===== src/rtl/arbitro_memoria_dados.sv =====
// Two-port arbiter and sequencer in front of a single-port data memory with registered read.
// Grants at most one access every two cycles, returns read data with a strobe and flags out-of-range words.
module arbitro_memoria_dados #(
    parameter int DATA_W     = 32,
    parameter int ADDR_W     = 32,
    parameter int RAM_WORDS  = 1024,
    parameter int FIXED_PRIO = 0
) (
    input  logic              clk,
    input  logic              rst_n,
    input  logic              req0,
    input  logic              req1,
    input  logic              we0,
    input  logic              we1,
    input  logic [ADDR_W-1:0] addr0,
    input  logic [ADDR_W-1:0] addr1,
    input  logic [DATA_W-1:0] wdata0,
    input  logic [DATA_W-1:0] wdata1,
    output logic              gnt0,
    output logic              gnt1,
    output logic              rvalid0,
    output logic              rvalid1,
    output logic [DATA_W-1:0] rdata0,
    output logic [DATA_W-1:0] rdata1,
    output logic              err0,
    output logic              err1,
    output logic              mem_we,
    output logic [ADDR_W-1:0] mem_addr,
    output logic [DATA_W-1:0] mem_datain,
    input  logic [DATA_W-1:0] mem_dataout,
    output logic              state_dbg
);
    // Handshake: a port raises req with we/addr/wdata and holds them until its one-cycle gnt;
    // requests are sampled only in IDLE, the access happens in the gnt cycle, reads return with rvalid one cycle later.
    typedef enum logic {IDLE = 1'b0, ACCESS = 1'b1} state_t;

    localparam logic [ADDR_W:0] RAM_LIMIT = (ADDR_W+1)'(RAM_WORDS);

    state_t            state;
    logic              last_win;
    logic              win;
    logic              acc_we;
    logic              acc_oor;
    logic              rd_oor;

    logic              sel;
    logic              sel_we;
    logic [ADDR_W-1:0] sel_addr;
    logic [DATA_W-1:0] sel_wdata;
    logic              sel_oor;

    // sel = 1 means port 1 wins the current arbitration.
    always_comb begin
        sel = 1'b0;
        if (req0 && req1) begin
            if (FIXED_PRIO != 0) begin
                sel = 1'b0;
            end else begin
                sel = ~last_win;
            end
        end else begin
            sel = req1;
        end
    end

    always_comb begin
        sel_we    = sel ? we1    : we0;
        sel_addr  = sel ? addr1  : addr0;
        sel_wdata = sel ? wdata1 : wdata0;
        sel_oor   = ({1'b0, sel_addr} >= RAM_LIMIT);
    end

    always_ff @(posedge clk or negedge rst_n) begin
        if (!rst_n) begin
            state      <= IDLE;
            gnt0       <= 1'b0;
            gnt1       <= 1'b0;
            rvalid0    <= 1'b0;
            rvalid1    <= 1'b0;
            err0       <= 1'b0;
            err1       <= 1'b0;
            mem_we     <= 1'b0;
            mem_addr   <= '0;
            mem_datain <= '0;
            last_win   <= 1'b1;
            win        <= 1'b0;
            acc_we     <= 1'b0;
            acc_oor    <= 1'b0;
            rd_oor     <= 1'b0;
        end else begin
            case (state)
                IDLE: begin
                    rvalid0 <= 1'b0;
                    rvalid1 <= 1'b0;
                    if (req0 || req1) begin
                        state      <= ACCESS;
                        win        <= sel;
                        gnt0       <= ~sel;
                        gnt1       <= sel;
                        mem_addr   <= sel_addr;
                        mem_datain <= sel_wdata;
                        mem_we     <= sel_we & ~sel_oor;
                        err0       <= ~sel & sel_oor;
                        err1       <= sel & sel_oor;
                        acc_we     <= sel_we;
                        acc_oor    <= sel_oor;
                    end
                end
                ACCESS: begin
                    // The memory captures the write / presents read data on this closing edge.
                    state    <= IDLE;
                    gnt0     <= 1'b0;
                    gnt1     <= 1'b0;
                    err0     <= 1'b0;
                    err1     <= 1'b0;
                    mem_we   <= 1'b0;
                    last_win <= win;
                    rvalid0  <= ~acc_we & ~win;
                    rvalid1  <= ~acc_we & win;
                    rd_oor   <= acc_oor;
                end
                default: begin
                    state <= IDLE;
                end
            endcase
        end
    end

    // Read data comes straight from the registered memory output, masked outside the strobe and for bad addresses.
    assign rdata0    = (rvalid0 && !rd_oor) ? mem_dataout : '0;
    assign rdata1    = (rvalid1 && !rd_oor) ? mem_dataout : '0;
    assign state_dbg = (state == ACCESS);

endmodule

===== config.mk =====
export PLATFORM = sky130hd
export DESIGN_NAME = arbitro_memoria_dados
export DESIGN_NICKNAME = d
export VERILOG_FILES = /design/src/rtl/arbitro_memoria_dados.sv
export SDC_FILE = /design/constraint.sdc
export NUM_CORES = 1
export LEC_CHECK = 0
export CAP_MARGIN = 15
export CORE_AREA = 2 2 116 118
export DETAILED_ROUTE_END_ITERATION = 12
export DIE_AREA = 0 0 118 120
export PLACE_DENSITY = 0.85
export REMOVE_ABC_BUFFERS = 1
export SETUP_SLACK_MARGIN = 0.1
export SLEW_MARGIN = 20
export SYNTH_ARGS = -nofsm -noshare
export SYNTH_HDL_FRONTEND = slang
export SYNTH_SLANG_ARGS = --single-unit

===== constraint.sdc =====
create_clock -name clk -period 5.5 [get_ports clk]
set_clock_uncertainty 0.2 [all_clocks]
set_input_delay 1.1 -clock clk [delete_from_list [all_inputs] [get_ports clk]]
set_output_delay 1.1 -clock clk [all_outputs]
set_load 0.02 [all_outputs]

# Word level (Yosys, flattened, before mapping)
# Cells that the tools add are included.
dict set report op_classes {
  magnitude_cmp 1
  eq_ne 1
  n_mux 20
  bitwise_logic 11
  reduce_logical 6
}
# operator n
set op_table {}
lappend op_table {{two-way mux 32 bit} 4}
lappend op_table {{greater-or-equal comparator 32 x 11 -> 1 bit (second input constant)} 1}
lappend op_table {{one-hot mux 1 bit (2 select lines)} 8}
lappend op_table {{two-way mux 1 bit} 8}
lappend op_table {{inverter 1 bit} 6}
lappend op_table {{bitwise AND 1 bit} 5}
lappend op_table {{logical AND 1 bit} 3}
lappend op_table {{inequality test 2 bit (second input constant)} 1}
lappend op_table {{AND reduction 2 bit} 1}
lappend op_table {{logical NOT 1 bit} 1}
lappend op_table {{logical OR 1 bit} 1}
dict set report totals {
  regBits 77
  input_bits 166
  word_cells 54
}

# Depth between registers and ports, before layout
dict set report depth {
  depth_word 8
  mapped_depth 7
  depth_no_buf 5
}

# Worst setup path after synthesis
# OpenSTA, ideal clock, no wires.
dict set report synth_path {
  kind {input to output}
  startpoint {input mem_dataout[0]}
  endpoint {output rdata0[0]}
  arrival_time_ns 1.310
  t_required_ns 4.200
  setup_slack_ns 2.890
  cell_stages 1
  path_buffers 0
  cell_sequence {and2_1}
}
dict set report synth_via {
  elab_chain_cells 1
}
# item line
set synth_rtl {}
lappend synth_rtl {{from (decl)} 30} ;# input logic [DATA_W-1:0] mem_dataout,
lappend synth_rtl {{two-way mux 32 bit} 130} ;# assign rdata0 = (rvalid0 && !rd_oor) ? mem_dataout : '0;
lappend synth_rtl {{to (decl)} 23} ;# output logic [DATA_W-1:0] rdata0,
# Every way passes these cells.

# Worst setup path in the final report
dict set report layout_path {
  startpoint {input mem_dataout[26]}
  endpoint {output rdata1[26]}
}
dict set report layout_via {
  elab_chain_cells 1
}
# item line
set layout_rtl {}
lappend layout_rtl {{two-way mux 32 bit} 131} ;# assign rdata1 = (rvalid1 && !rd_oor) ? mem_dataout : '0;
lappend layout_rtl {{to (decl)} 24} ;# output logic [DATA_W-1:0] rdata1,
# Every way passes these cells.

==> flow_summary.json <==
{
  "outcome": "complete, no violations",
  "gp_congestion": 0.906,
  "drt_iter0_markers": 242,
  "design_area_sq_um": 7270,
  "grt_overflow": 0,
  "crit_path_cell_trace": "clkdlybuf4s50_1 -> and2_1 -> clkdlybuf4s50_1",
  "regArea_sq_um": 1930,
  "path_common_cell": "clkdlybuf4s50_1",
  "slowest_stage": "clkdlybuf4s50_1",
  "synth_top_area_share_pct": 50.2,
  "max_stage_delay_ns": 0.61,
  "start_util_pct": 29.2,
  "setup_violations": 0,
  "numPortBuffers": 301,
  "synth_cell_types": 26,
  "cts.sinks": 77,
  "ant_nets": 0,
  "num-fill-cells": 1101,
  "hold_buffers": 0,
  "synth-seq-cells": 77,
  "holdCritStartpoint": "acc_we",
  "diodes": 0,
  "p_total_mw": 2.13,
  "h-tree-depth": 3,
  "crit_required_ns": 4.20,
  "rsz0062_at_grt": "no",
  "synth_area_leader_cell": "dfrtp_1",
  "cts_buffers": 9,
  "multiInputGateArea_sq_um": 1620,
  "power_density_nw_per_um2": 293,
  "layout_commonest_cell": "clkdlybuf4s50_1",
  "postCtsSetupBuffers": 0,
  "rrSetupSlack_ns": 3.31,
  "synthCells": 375,
  "rr_worst_depth": 6,
  "synthTopCellsByArea": "dfrtp_1 50%, and2_1 11%, a222oi_1 8.5%",
  "ios": 302,
  "vias": 4023,
  "seq_area_frac_synth_pct": 50.9,
  "cp-start-kind": "input pin",
  "cts.repair.resized": 0,
  "ir_drop_mv": 0.167,
  "placed_area_sq_um": 6970,
  "netlist_area_sq_um": 3780,
  "root_buffer": "clkbuf_16",
  "finalHoldViolCount": 0,
  "hp-class": "reg -> reg",
  "p_leak_nw": 3.08,
  "wl_per_cell_um": 16.8,
  "period_needed_ns": 3.75,
  "crit_path_end_kind": "primary output",
  "min_to": "rvalid0",
  "core_sq_um": 13000,
  "maxCapViolCount": 0,
  "drive_gt1_share_pct": 4.61,
  "clockBufferDepth": 2,
  "groute.usage.overall_pct": 20.1,
  "cts_tree": "yes",
  "area_growth_pct": 92.2,
  "r2r-start": "last_win",
  "antenna_found_initial": 0,
  "wl_um": 14300,
  "grt_max_degree": 78,
  "die_h_um": 120,
  "grt_pass1_wl_um": 22300,
  "die_width_um": 118,
  "grt_pass1_vias": 4188,
  "layout_setup_ws_ns": 1.75,
  "critPathBufInv": 2,
  "hold-worst-slack_ns": 0.265,
  "nNetsFinal": 833,
  "hold_depth": 1,
  "dp_slack_ns": 1.75,
  "slew_violations": 0,
  "die_area_sq_um": 14200,
  "path_max_fanout": 2,
  "crit_arrival_ns": 2.45,
  "final.setup.tns_ns": 0,
  "worstSkewPairLatency_ns": 0.32,
  "dr.pass1.iters": 7,
  "row_count": 42,
  "worst_pin_slew_ns": 0.970,
  "cpLargestDelayFamily": "buffers and inverters",
  "yosys_warnings": 0,
  "clk_pin_slew_ns": 0.06,
  "max_freq_mhz": 267,
  "maxSlewHeadroom_pct": 35.4,
  "final_cell_mix": "300 x clkdlybuf4s50_1, 76 x dfrtp_1, 65 x and2_1, 43 x nand2_1",
  "synth.avg_cell_area_sq_um": 10.1,
  "drcViolationCount": 0,
  "dpl.hpwl_um": 11300,
  "critPathKind": "in -> out",
  "r2r_end": "mem_datain[21]",
  "fin_crit_sh_pct": 68.2,
  "avgViaCountPerCell": 4.74
}
## flip-flops by register name (all words and copies together), names as in the netlist
name	flops
mem_addr	32
mem_we	1
gnt0	1
gnt1	1
win	1
rvalid0	1
acc_oor	1
state_dbg	1
err1	1
err0	1
mem_datain	32
acc_we	1
rvalid1	1
last_win	1
rd_oor	1
## stage by stage
stage | std cells | utilization (%)
final | 848 | 56.0
after CTS | 848 | 56.0
after floorplan | 348 | -
after global placement | 832 | 53.7
after detailed placement | 832 | 53.7
after global routing | 848 | 56.0
## cell families after synthesis
kind of cell | Yosys count | synth area share, %
AO/OA/AOI/OAI | 72 | 14.1
buffers and inverters | 62 | 6.71
flip-flops | 77 | 50.9
multiplexers | 35 | 9.45
AND/OR/NAND/NOR | 129 | 18.8
## worst max-delay path by stage
stage / start / endpoint / slack [ns] / depth (start not counted)
after floorplan: req1 / mem_datain[0] / -0.04 / 4
after global placement: mem_dataout[8] / rdata1[8] / 1.74 / 3
after detailed placement: mem_dataout[26] / rdata1[26] / 1.75 / 3
after CTS: mem_dataout[8] / rdata1[8] / 1.73 / 3
after global routing: mem_dataout[26] / rdata1[26] / 1.72 / 3
final: mem_dataout[26] / rdata1[26] / 1.75 / 3
## Yosys cell counts
| library cell | n |
|---|---|
| a21boi_1 | 1 |
| a21o_1 | 1 |
| a21oi_1 | 1 |
| a222oi_1 | 32 |
| a32oi_1 | 1 |
| and2_1 | 65 |
| buf_2 | 11 |
| buf_4 | 2 |
| clkbuf_1 | 14 |
| dfrtp_1 | 76 |
| dfstp_2 | 1 |
| inv_1 | 35 |
| mux2_2 | 2 |
| mux2_4 | 1 |
| mux2i_1 | 32 |
| nand2_1 | 43 |
| nand4_1 | 2 |
| nor2_1 | 2 |
| nor2b_1 | 2 |
| nor3_1 | 3 |
| nor3b_1 | 1 |
| nor4_1 | 9 |
| nor4_4 | 1 |
| o21ai_0 | 35 |
| o21ai_2 | 1 |
| or4_4 | 1 |
## routing by layer
layer	track usage (%)	vias to the layer above	share of wire, %	wire length [um]
met5	0	-	0	0
met4	7.30	0	2.4	342
met3	4.90	25	7.2	1030
met2	38.4	206	54	7710
met1	21.3	1888	36	5190
li1	-	1904	-	-
## where the power goes
part | switching (mW) | total (mW) | internal (mW)
registers | 0.0728 | 0.763 | 0.691
logic | 0.372 | 0.769 | 0.397
clock network | 0.222 | 0.600 | 0.377
## layout make-up
| type | count | share of cell area [%] |
|---|---|---|
| clock buffer | 13 | 3.58 |
| clock inverter | 3 | 0.637 |
| inverter | 35 | 1.81 |
| multi-input combinational | 236 | 22.3 |
| sequential | 77 | 26.5 |
| tap | 176 | 3.03 |
| timing repair buffer | 308 | 42.1 |
## worst reg2reg max path, stage by stage (launching register included)
cell      delay, ns
dfstp_2        0.38
a21boi_4       0.14
buf_4          0.51
nor2_2         0.09
buf_4          0.27
a222oi_1       0.39
inv_1          0.09
No activity file was read; power rests on OpenSTA's default activity.
